File: config.mk
export PLATFORM = sky130hd
export DESIGN_NAME = rsa_key_setup_flat
export DESIGN_NICKNAME = d
export VERILOG_FILES = /design/src/rtl/rsa_key_setup_if.sv /design/src/rtl/rsa_key_setup.sv /design/src/flat_wrapper.sv
export SDC_FILE = /design/constraint.sdc
export NUM_CORES = 2
export LEC_CHECK = 0
export ABC_AREA = 1
export CELL_PAD_IN_SITES_DETAIL_PLACEMENT = 0
export CELL_PAD_IN_SITES_GLOBAL_PLACEMENT = 1
export CORE_MARGIN = 2
export CORE_UTILIZATION = 48
export DETAILED_ROUTE_END_ITERATION = 8
export DONT_BUFFER_PORTS = 1
export GPL_ROUTABILITY_DRIVEN = 0
export PLACE_DENSITY = 0.8
export REMOVE_ABC_BUFFERS = 1
export SLEW_MARGIN = 30
export SYNTH_ARGS = -nofsm -noshare
export SYNTH_HDL_FRONTEND = slang
export SYNTH_SLANG_ARGS = --single-unit
export TNS_END_PERCENT = 100
File: constraint.sdc
create_clock -name clk -period 21.1 [get_ports clk]
set_input_delay 2.11 -clock clk [delete_from_list [all_inputs] [get_ports clk]]
set_output_delay 2.11 -clock clk [all_outputs]
set_load 0.01 [all_outputs]
File: src/rtl/rsa_key_setup_if.sv
// rsa_key_setup_if
//   Request/result bundle between the RSA key-setup block and its driver.
//   master : drives start, P, Q, E; observes busy, done, error, N, PHI, D
//   slave  : the key-setup block itself
//   Parameter WORD_WIDTH: width of E/N/PHI/D; P and Q are WORD_WIDTH/2 bits.
interface rsa_key_setup_if #(
    parameter int WORD_WIDTH = 32
);
    logic                      start;
    logic [WORD_WIDTH/2-1:0]   P;
    logic [WORD_WIDTH/2-1:0]   Q;
    logic [WORD_WIDTH-1:0]     E;
    logic                      busy;
    logic                      done;
    logic                      error;
    logic [WORD_WIDTH-1:0]     N;
    logic [WORD_WIDTH-1:0]     PHI;
    logic [WORD_WIDTH-1:0]     D;

    modport master (
        output start, P, Q, E,
        input  busy, done, error, N, PHI, D
    );

    modport slave (
        input  start, P, Q, E,
        output busy, done, error, N, PHI, D
    );
endinterface

File: src/rtl/rsa_key_setup.sv
// rsa_key_setup
//   Computes N = P*Q, PHI = (P-1)*(Q-1) and D = E^-1 mod PHI using two
//   shift-add multipliers, then an iterative extended Euclid built from a
//   restoring divider and a shift-add multiplier.
// Ports
//   clk      : rising-edge clock
//   rst      : asynchronous active-high reset, aborts any operation
//   bus      : rsa_key_setup_if.slave (start/P/Q/E in; busy/done/error/N/PHI/D out)
// Configuration
//   RSA_KEY_INPUT_CHECK_EN : when defined, the range check also rejects
//   P==Q, even P or Q, and P or Q below 3 (N and PHI are still written).
module rsa_key_setup #(
    parameter int WORD_WIDTH = 32
) (
    input  logic                 clk,
    input  logic                 rst,
    rsa_key_setup_if.slave       bus
);
    localparam int HW = WORD_WIDTH / 2;
    localparam int CW = $clog2(WORD_WIDTH);

    typedef enum logic [2:0] {
        S_IDLE, S_MUL, S_CHK, S_DIV, S_TMUL, S_UPD, S_FIN, S_DONE
    } state_t;

    state_t                r_state, w_next;
    logic [CW-1:0]         r_cnt;
    logic [WORD_WIDTH-1:0] r_e, r_n, r_phi, r_d;
    logic                  r_err;
    // N and PHI multipliers
    logic [WORD_WIDTH-1:0] r_mc_n, r_mc_phi, r_acc_n, r_acc_phi;
    logic [HW-1:0]         r_mp_n, r_mp_phi;
    // Euclid state: remainders, signed (two's complement) coefficients
    logic [WORD_WIDTH-1:0] r_r0, r_r1, r_quo, r_rem;
    logic [WORD_WIDTH:0]   r_t0, r_t1, r_mc, r_prod;
`ifdef RSA_KEY_INPUT_CHECK_EN
    logic [HW-1:0]         r_p, r_q;
`endif

    logic                  w_busy, w_done, w_accept, w_chk_bad, w_in_bad;
    logic [HW-1:0]         w_pm1, w_qm1;
    logic [WORD_WIDTH:0]   w_trial, w_diff, w_d_fix;

    assign w_accept = bus.start && (r_state == S_IDLE || r_state == S_DONE);
    assign w_pm1    = bus.P - HW'(1);
    assign w_qm1    = bus.Q - HW'(1);

`ifdef RSA_KEY_INPUT_CHECK_EN
    assign w_in_bad = (r_p == r_q) || !r_p[0] || !r_q[0] ||
                      (r_p < HW'(3)) || (r_q < HW'(3));
`else
    assign w_in_bad = 1'b0;
`endif
    assign w_chk_bad = w_in_bad || (r_e <= WORD_WIDTH'(1)) || (r_e >= r_phi);

    // Restoring divide step: shift next dividend bit into the partial remainder
    assign w_trial = {r_rem, r_quo[WORD_WIDTH-1]};
    assign w_diff  = w_trial - {1'b0, r_r1};
    // Negative coefficient is folded back into [0, PHI)
    assign w_d_fix = r_t0[WORD_WIDTH] ? (r_t0 + {1'b0, r_phi}) : r_t0;

    always_ff @(posedge clk or posedge rst) begin
        if (rst) r_state <= S_IDLE;
        else     r_state <= w_next;
    end

    always_comb begin
        w_next = r_state;
        case (r_state)
            S_IDLE, S_DONE: if (bus.start) w_next = S_MUL;
            S_MUL:  if (r_cnt == CW'(HW)) w_next = S_CHK;
            S_CHK:  w_next = w_chk_bad ? S_DONE : S_DIV;
            S_DIV:  if (r_cnt == CW'(WORD_WIDTH - 1)) w_next = S_TMUL;
            S_TMUL: if (r_cnt == CW'(WORD_WIDTH - 1)) w_next = S_UPD;
            S_UPD:  w_next = (r_rem == '0) ? S_FIN : S_DIV;
            S_FIN:  w_next = S_DONE;
            default: w_next = S_IDLE;
        endcase
    end

    always_comb begin
        w_busy = 1'b0;
        w_done = 1'b0;
        case (r_state)
            S_IDLE: ;
            S_DONE: w_done = 1'b1;
            default: w_busy = 1'b1;
        endcase
    end

    always_ff @(posedge clk or posedge rst) begin
        if (rst) begin
            r_cnt <= '0; r_e <= '0; r_n <= '0; r_phi <= '0; r_d <= '0; r_err <= 1'b0;
            r_mc_n <= '0; r_mc_phi <= '0; r_acc_n <= '0; r_acc_phi <= '0;
            r_mp_n <= '0; r_mp_phi <= '0;
            r_r0 <= '0; r_r1 <= '0; r_quo <= '0; r_rem <= '0;
            r_t0 <= '0; r_t1 <= '0; r_mc <= '0; r_prod <= '0;
`ifdef RSA_KEY_INPUT_CHECK_EN
            r_p <= '0; r_q <= '0;
`endif
        end else begin
            case (r_state)
                S_IDLE, S_DONE: begin
                    if (w_accept) begin
                        r_e       <= bus.E;
                        r_err     <= 1'b0;
                        r_cnt     <= '0;
                        r_mc_n    <= WORD_WIDTH'(bus.P);
                        r_mp_n    <= bus.Q;
                        r_acc_n   <= '0;
                        r_mc_phi  <= {{HW{1'b0}}, w_pm1};
                        r_mp_phi  <= w_qm1;
                        r_acc_phi <= '0;
`ifdef RSA_KEY_INPUT_CHECK_EN
                        r_p       <= bus.P;
                        r_q       <= bus.Q;
`endif
                    end
                end
                S_MUL: begin
                    // HW shift-add steps, then one cycle to publish the products
                    if (r_cnt == CW'(HW)) begin
                        r_n   <= r_acc_n;
                        r_phi <= r_acc_phi;
                        r_cnt <= '0;
                    end else begin
                        if (r_mp_n[0])   r_acc_n   <= r_acc_n + r_mc_n;
                        if (r_mp_phi[0]) r_acc_phi <= r_acc_phi + r_mc_phi;
                        r_mc_n   <= r_mc_n << 1;
                        r_mc_phi <= r_mc_phi << 1;
                        r_mp_n   <= r_mp_n >> 1;
                        r_mp_phi <= r_mp_phi >> 1;
                        r_cnt    <= r_cnt + CW'(1);
                    end
                end
                S_CHK: begin
                    if (w_chk_bad) begin
                        r_err <= 1'b1;
                        r_d   <= '0;
                    end else begin
                        r_r0  <= r_phi;
                        r_r1  <= r_e;
                        r_t0  <= '0;
                        r_t1  <= {{WORD_WIDTH{1'b0}}, 1'b1};
                        r_quo <= r_phi;
                        r_rem <= '0;
                        r_cnt <= '0;
                    end
                end
                S_DIV: begin
                    if (!w_diff[WORD_WIDTH]) begin
                        r_rem <= w_diff[WORD_WIDTH-1:0];
                        r_quo <= {r_quo[WORD_WIDTH-2:0], 1'b1};
                    end else begin
                        r_rem <= w_trial[WORD_WIDTH-1:0];
                        r_quo <= {r_quo[WORD_WIDTH-2:0], 1'b0};
                    end
                    if (r_cnt == CW'(WORD_WIDTH - 1)) begin
                        r_cnt  <= '0;
                        r_mc   <= r_t1;
                        r_prod <= '0;
                    end else begin
                        r_cnt <= r_cnt + CW'(1);
                    end
                end
                S_TMUL: begin
                    // Quotient is consumed LSB-first; product wraps mod 2^(W+1)
                    if (r_quo[0]) r_prod <= r_prod + r_mc;
                    r_mc  <= r_mc << 1;
                    r_quo <= r_quo >> 1;
                    if (r_cnt == CW'(WORD_WIDTH - 1)) r_cnt <= '0;
                    else                              r_cnt <= r_cnt + CW'(1);
                end
                S_UPD: begin
                    r_r0  <= r_r1;
                    r_r1  <= r_rem;
                    r_t0  <= r_t1;
                    r_t1  <= r_t0 - r_prod;
                    r_quo <= r_r1;
                    r_rem <= '0;
                    r_cnt <= '0;
                end
                S_FIN: begin
                    if (r_r0 != WORD_WIDTH'(1)) begin
                        r_err <= 1'b1;
                        r_d   <= '0;
                    end else begin
                        r_d   <= w_d_fix[WORD_WIDTH-1:0];
                    end
                end
                default: ;
            endcase
        end
    end

    assign bus.busy  = w_busy;
    assign bus.done  = w_done;
    assign bus.error = r_err;
    assign bus.N     = r_n;
    assign bus.PHI   = r_phi;
    assign bus.D     = r_d;
endmodule

File: src/flat_wrapper.sv
// flat-port wrapper written by rule: the top's interface ports become plain ports
module rsa_key_setup_flat 
#(
    parameter int WORD_WIDTH = 32
)
  (clk, rst, bus_start, bus_P, bus_Q, bus_E, bus_busy, bus_done, bus_error, bus_N, bus_PHI, bus_D);
  rsa_key_setup_if #(.WORD_WIDTH(WORD_WIDTH)) bus_i ();
  input  logic clk;
  input  logic rst;
  input wire logic [$bits(bus_i.start)-1:0] bus_start;
  input wire logic [$bits(bus_i.P)-1:0] bus_P;
  input wire logic [$bits(bus_i.Q)-1:0] bus_Q;
  input wire logic [$bits(bus_i.E)-1:0] bus_E;
  output wire logic [$bits(bus_i.busy)-1:0] bus_busy;
  output wire logic [$bits(bus_i.done)-1:0] bus_done;
  output wire logic [$bits(bus_i.error)-1:0] bus_error;
  output wire logic [$bits(bus_i.N)-1:0] bus_N;
  output wire logic [$bits(bus_i.PHI)-1:0] bus_PHI;
  output wire logic [$bits(bus_i.D)-1:0] bus_D;
  assign bus_i.start = bus_start;
  assign bus_i.P = bus_P;
  assign bus_i.Q = bus_Q;
  assign bus_i.E = bus_E;
  assign bus_busy = bus_i.busy;
  assign bus_done = bus_i.done;
  assign bus_error = bus_i.error;
  assign bus_N = bus_i.N;
  assign bus_PHI = bus_i.PHI;
  assign bus_D = bus_i.D;
  rsa_key_setup #(.WORD_WIDTH(WORD_WIDTH)) u_core (.clk(clk), .rst(rst), .bus(bus_i));
endmodule
==> results.sh <==
export IMPL_cts_buffers_inserted=68
export IMPL_fin_crit_ps=4160
export IMPL_drv_slew=0
export IMPL_ys_types=53
export IMPL_leakagePower_nw=20.4
export IMPL_drt_iter0_drc=2592
export IMPL_routedWlPerCell_um=18.8
export IMPL_critPathBufInv=6
export IMPL_core_area_um2=77200
export IMPL_ios=166
export IMPL_cp_slowest_cell="buf_6"
export IMPL_grt_pass1_vias=32661
export IMPL_placed_cell_area_um2=38000
export IMPL_num_rows=102
export IMPL_htreeDepth=3
export IMPL_viasPerCell=5.43
export IMPL_max_stage_delay_ps=530
export IMPL_fin_crit_sh_pct=19.7
export IMPL_syn_area_um2=37300
export IMPL_cts_hold_buf=0
export IMPL_worstMarginPinSlew_ps=1040
export IMPL_cp_end_kind="asynchronous set/reset pin"
export IMPL_firstDrtPassIters=6
export IMPL_vias=34375
export IMPL_hp_class="reg -> reg"
export IMPL_required_ps=21770
export IMPL_cts_root_buffer="clkbuf_16"
export IMPL_cts_buffer_depth=3
export IMPL_synth_edf_count=0
export IMPL_fin_nets=5541
export IMPL_powerDensity_nw_per_um2=171
export IMPL_clkTransAtPathRegs_ps=60
export IMPL_syn2layout_area_growth_pct=8.29
export IMPL_start_util_pct=48.3
export IMPL_final_cell_area_um2=40400
export IMPL_die_h_um=283
export IMPL_grt_pass1_wl_mm=186
export IMPL_chipWidth_um=283
export IMPL_fin_setup_tns_ps=0
export IMPL_grt_usage_pct=29.9
export IMPL_syn_inst=5302
export IMPL_clkLatencyLatePin_ps=610
export IMPL_clock_skew_ps=19.3
export IMPL_antenna_found_initial=9
export IMPL_path_cells="clkinv_8 > buf_12 > buf_16 > buf_4 > buf_12 > buf_6"
export IMPL_holdWs_ps=474
export IMPL_yosysSeqAreaShare_pct=37.4
export IMPL_cts_setup_buffers=0
export IMPL_max_freq_mhz=240
export IMPL_yosysWarnings=0
export IMPL_cp_top_family="buffers and inverters"
export IMPL_start_kind="input port"
export IMPL_hpwl_mm=91.0
export IMPL_overflow=0
export IMPL_synth_top_flop_cell="dfrtp_1"
export IMPL_route_detailed_drc=0
export IMPL_crit_top_cell="buf_12"
export IMPL_tritoncts="done"
export IMPL_detail_route_antenna_nets=0
export IMPL_num_antenna_cells=0
export IMPL_totalWireLength_mm=119
export IMPL_critical_path_arrival_ps=4830
export IMPL_path_max_fanout=124
export IMPL_outcome="complete, no violations"
export IMPL_ys_ff_latch=557
export IMPL_die_area_um2=79900
export IMPL_drive_gt1_share_pct=4.48
export IMPL_portBuffers=0
export IMPL_cts_sinks=557
export IMPL_rsz0062_at_grt="no"
export IMPL_syn_avg_cell_area_um2=7.03
export IMPL_drv_cap=0
export IMPL_relSlewSlack_pct=30.0
export IMPL_grt_max_degree=158
export IMPL_worst_setup_path_type="in -> async"
export IMPL_final_hold_viol_count=0
export IMPL_ir_drop_uv=78.6
export IMPL_synthArstFlopShare_pct=100
export IMPL_setup_violations_final=0
export IMPL_fin_util_pct=52.3
export IMPL_cts_resized_gates=0
[power by group]
part / total [mW] / switching, mW / internal, mW
logic: 3.89 / 2.68 / 1.21
clock network: 1.23 / 0.486 / 0.741
registers: 1.80 / 0.365 / 1.44
total: 6.92 / 3.53 / 3.39
[layer usage]
metal	GRT usage [%]	vias to the layer above	wire length (um)	part of all wire, %
li1	-	17194	-	-
met1	41.9	16079	55100	46
met2	46.4	925	51700	43
met3	6.39	171	9110	7.6
met4	8.63	6	3180	2.7
met5	0	-	42	0.035
[state kept, by name, summed over array words and instances (netlist names), 33 cells and up]
register       flops
u_core.r_t0       33
u_core.r_prod     33
u_core.r_t1       33
u_core.r_mc       33
[through the flow]
step	setup slack (ps)	cells	total power, mW
2_1_floorplan	3410	5144	4.47
3_3_place_gp	15680	6210	5.59
3_5_place_dp	15650	6210	5.64
6_report	16940	6329	6.92
4_1_cts	16310	6327	6.90
5_1_grt	16500	6329	7.54
[path summary, 6_finish.rpt]
path,from,end,slack (ps),depth (start not counted)
worst max-delay path,rst,u_core.r_t0[9],16940,6
worst max register to register,u_core.bus.PHI[14],u_core.r_t1[18],17200,12
worst min register to register,u_core.r_r0[2],u_core.r_r0[2],470,2
worst min-delay path,u_core.r_r0[2],u_core.r_r0[2],470,2
min in group asynchronous,rst,u_core.bus.N[15],1440,1
max in group clk,u_core.bus.PHI[14],u_core.r_t1[18],17200,12
[worst register-to-register path, cell delays in order, from the launching register on]
cell	delay, ps
dfrtp_1	700
inv_1	160
ha_1	310
nand2_1	100
o21ai_0	110
a21oi_1	120
nand2_1	140
nand2_1	140
nand3_2	170
nand2_4	110
buf_4	740
buf_4	720
o21ai_0	220
[Yosys cell counts, drive strengths merged, types with 20 or more instances]
cell / number / area [um^2]
a21oi: 291 / 1470
inv: 707 / 2660
clkbuf: 51 / 191
o22ai: 135 / 845
ha: 226 / 2830
o21bai: 32 / 240
buf: 107 / 658
xnor2: 25 / 219
nor3: 51 / 265
nand3: 282 / 1420
a31oi: 42 / 263
mux2: 42 / 473
xor2: 20 / 175
nand4: 43 / 275
nand2: 1567 / 5950
nor2: 522 / 2010
o21ai: 468 / 2350
dfrtp: 557 / 13900
[cell families after synthesis]
kind of cell / synth area share (%)
AOI/OAI and AO/OA: 15.4
xor gates and xnor gates: 1.06
adders and majority gates: 7.91
buffers and inverters: 9.40
DFF: 37.4
muxes: 1.27
and+or+nand+nor: 27.5
[cells in the final DEF (no fill, tap or decap), types with 7 or more instances in the layout]
master     netlist  final
a211oi_1        19     19
a21boi_0         8      8
a21o_1          12     12
a21oi_1        287    287
a221oi_1        13     13
a31oi_1         42     42
and3_1           8      8
buf_4           17     22
clkbuf_1        51      9
clkbuf_16        0     71
clkbuf_8         0     15
clkinv_2         0      7
dfrtp_1        557    557
ha_1           226    226
inv_1          691    686
inv_2           15     17
mux2_1          12     12
mux2_2          30     30
nand2_1       1548   1546
nand2_2         15     14
nand2_4          4      7
nand3_1        281    281
nand3b_1        15     15
nand4_1         42     42
nor2_1         511    511
nor3_1          49     49
nor4_1          16     16
o211ai_1         8      8
o21a_1           8      8
o21ai_0        416    416
o21ai_1         51     51
o21bai_1        32     32
o22ai_1        135    135
or2_2           10     10
xnor2_1         25     25
xor2_1          20     20
[final cells by class]
| class | instances | area, um^2 |
|---|---|---|
| multi-input combinational | 3880 | 19900 |
| inverter | 707 | 2670 |
| sequential | 557 | 13900 |
| timing repair buffer | 28 | 267 |
| fill | 7880 | 36800 |
| clock buffer | 95 | 2020 |
| clock inverter | 22 | 305 |
| tap | 1040 | 1300 |
No activity file was read; power rests on OpenSTA's default activity.
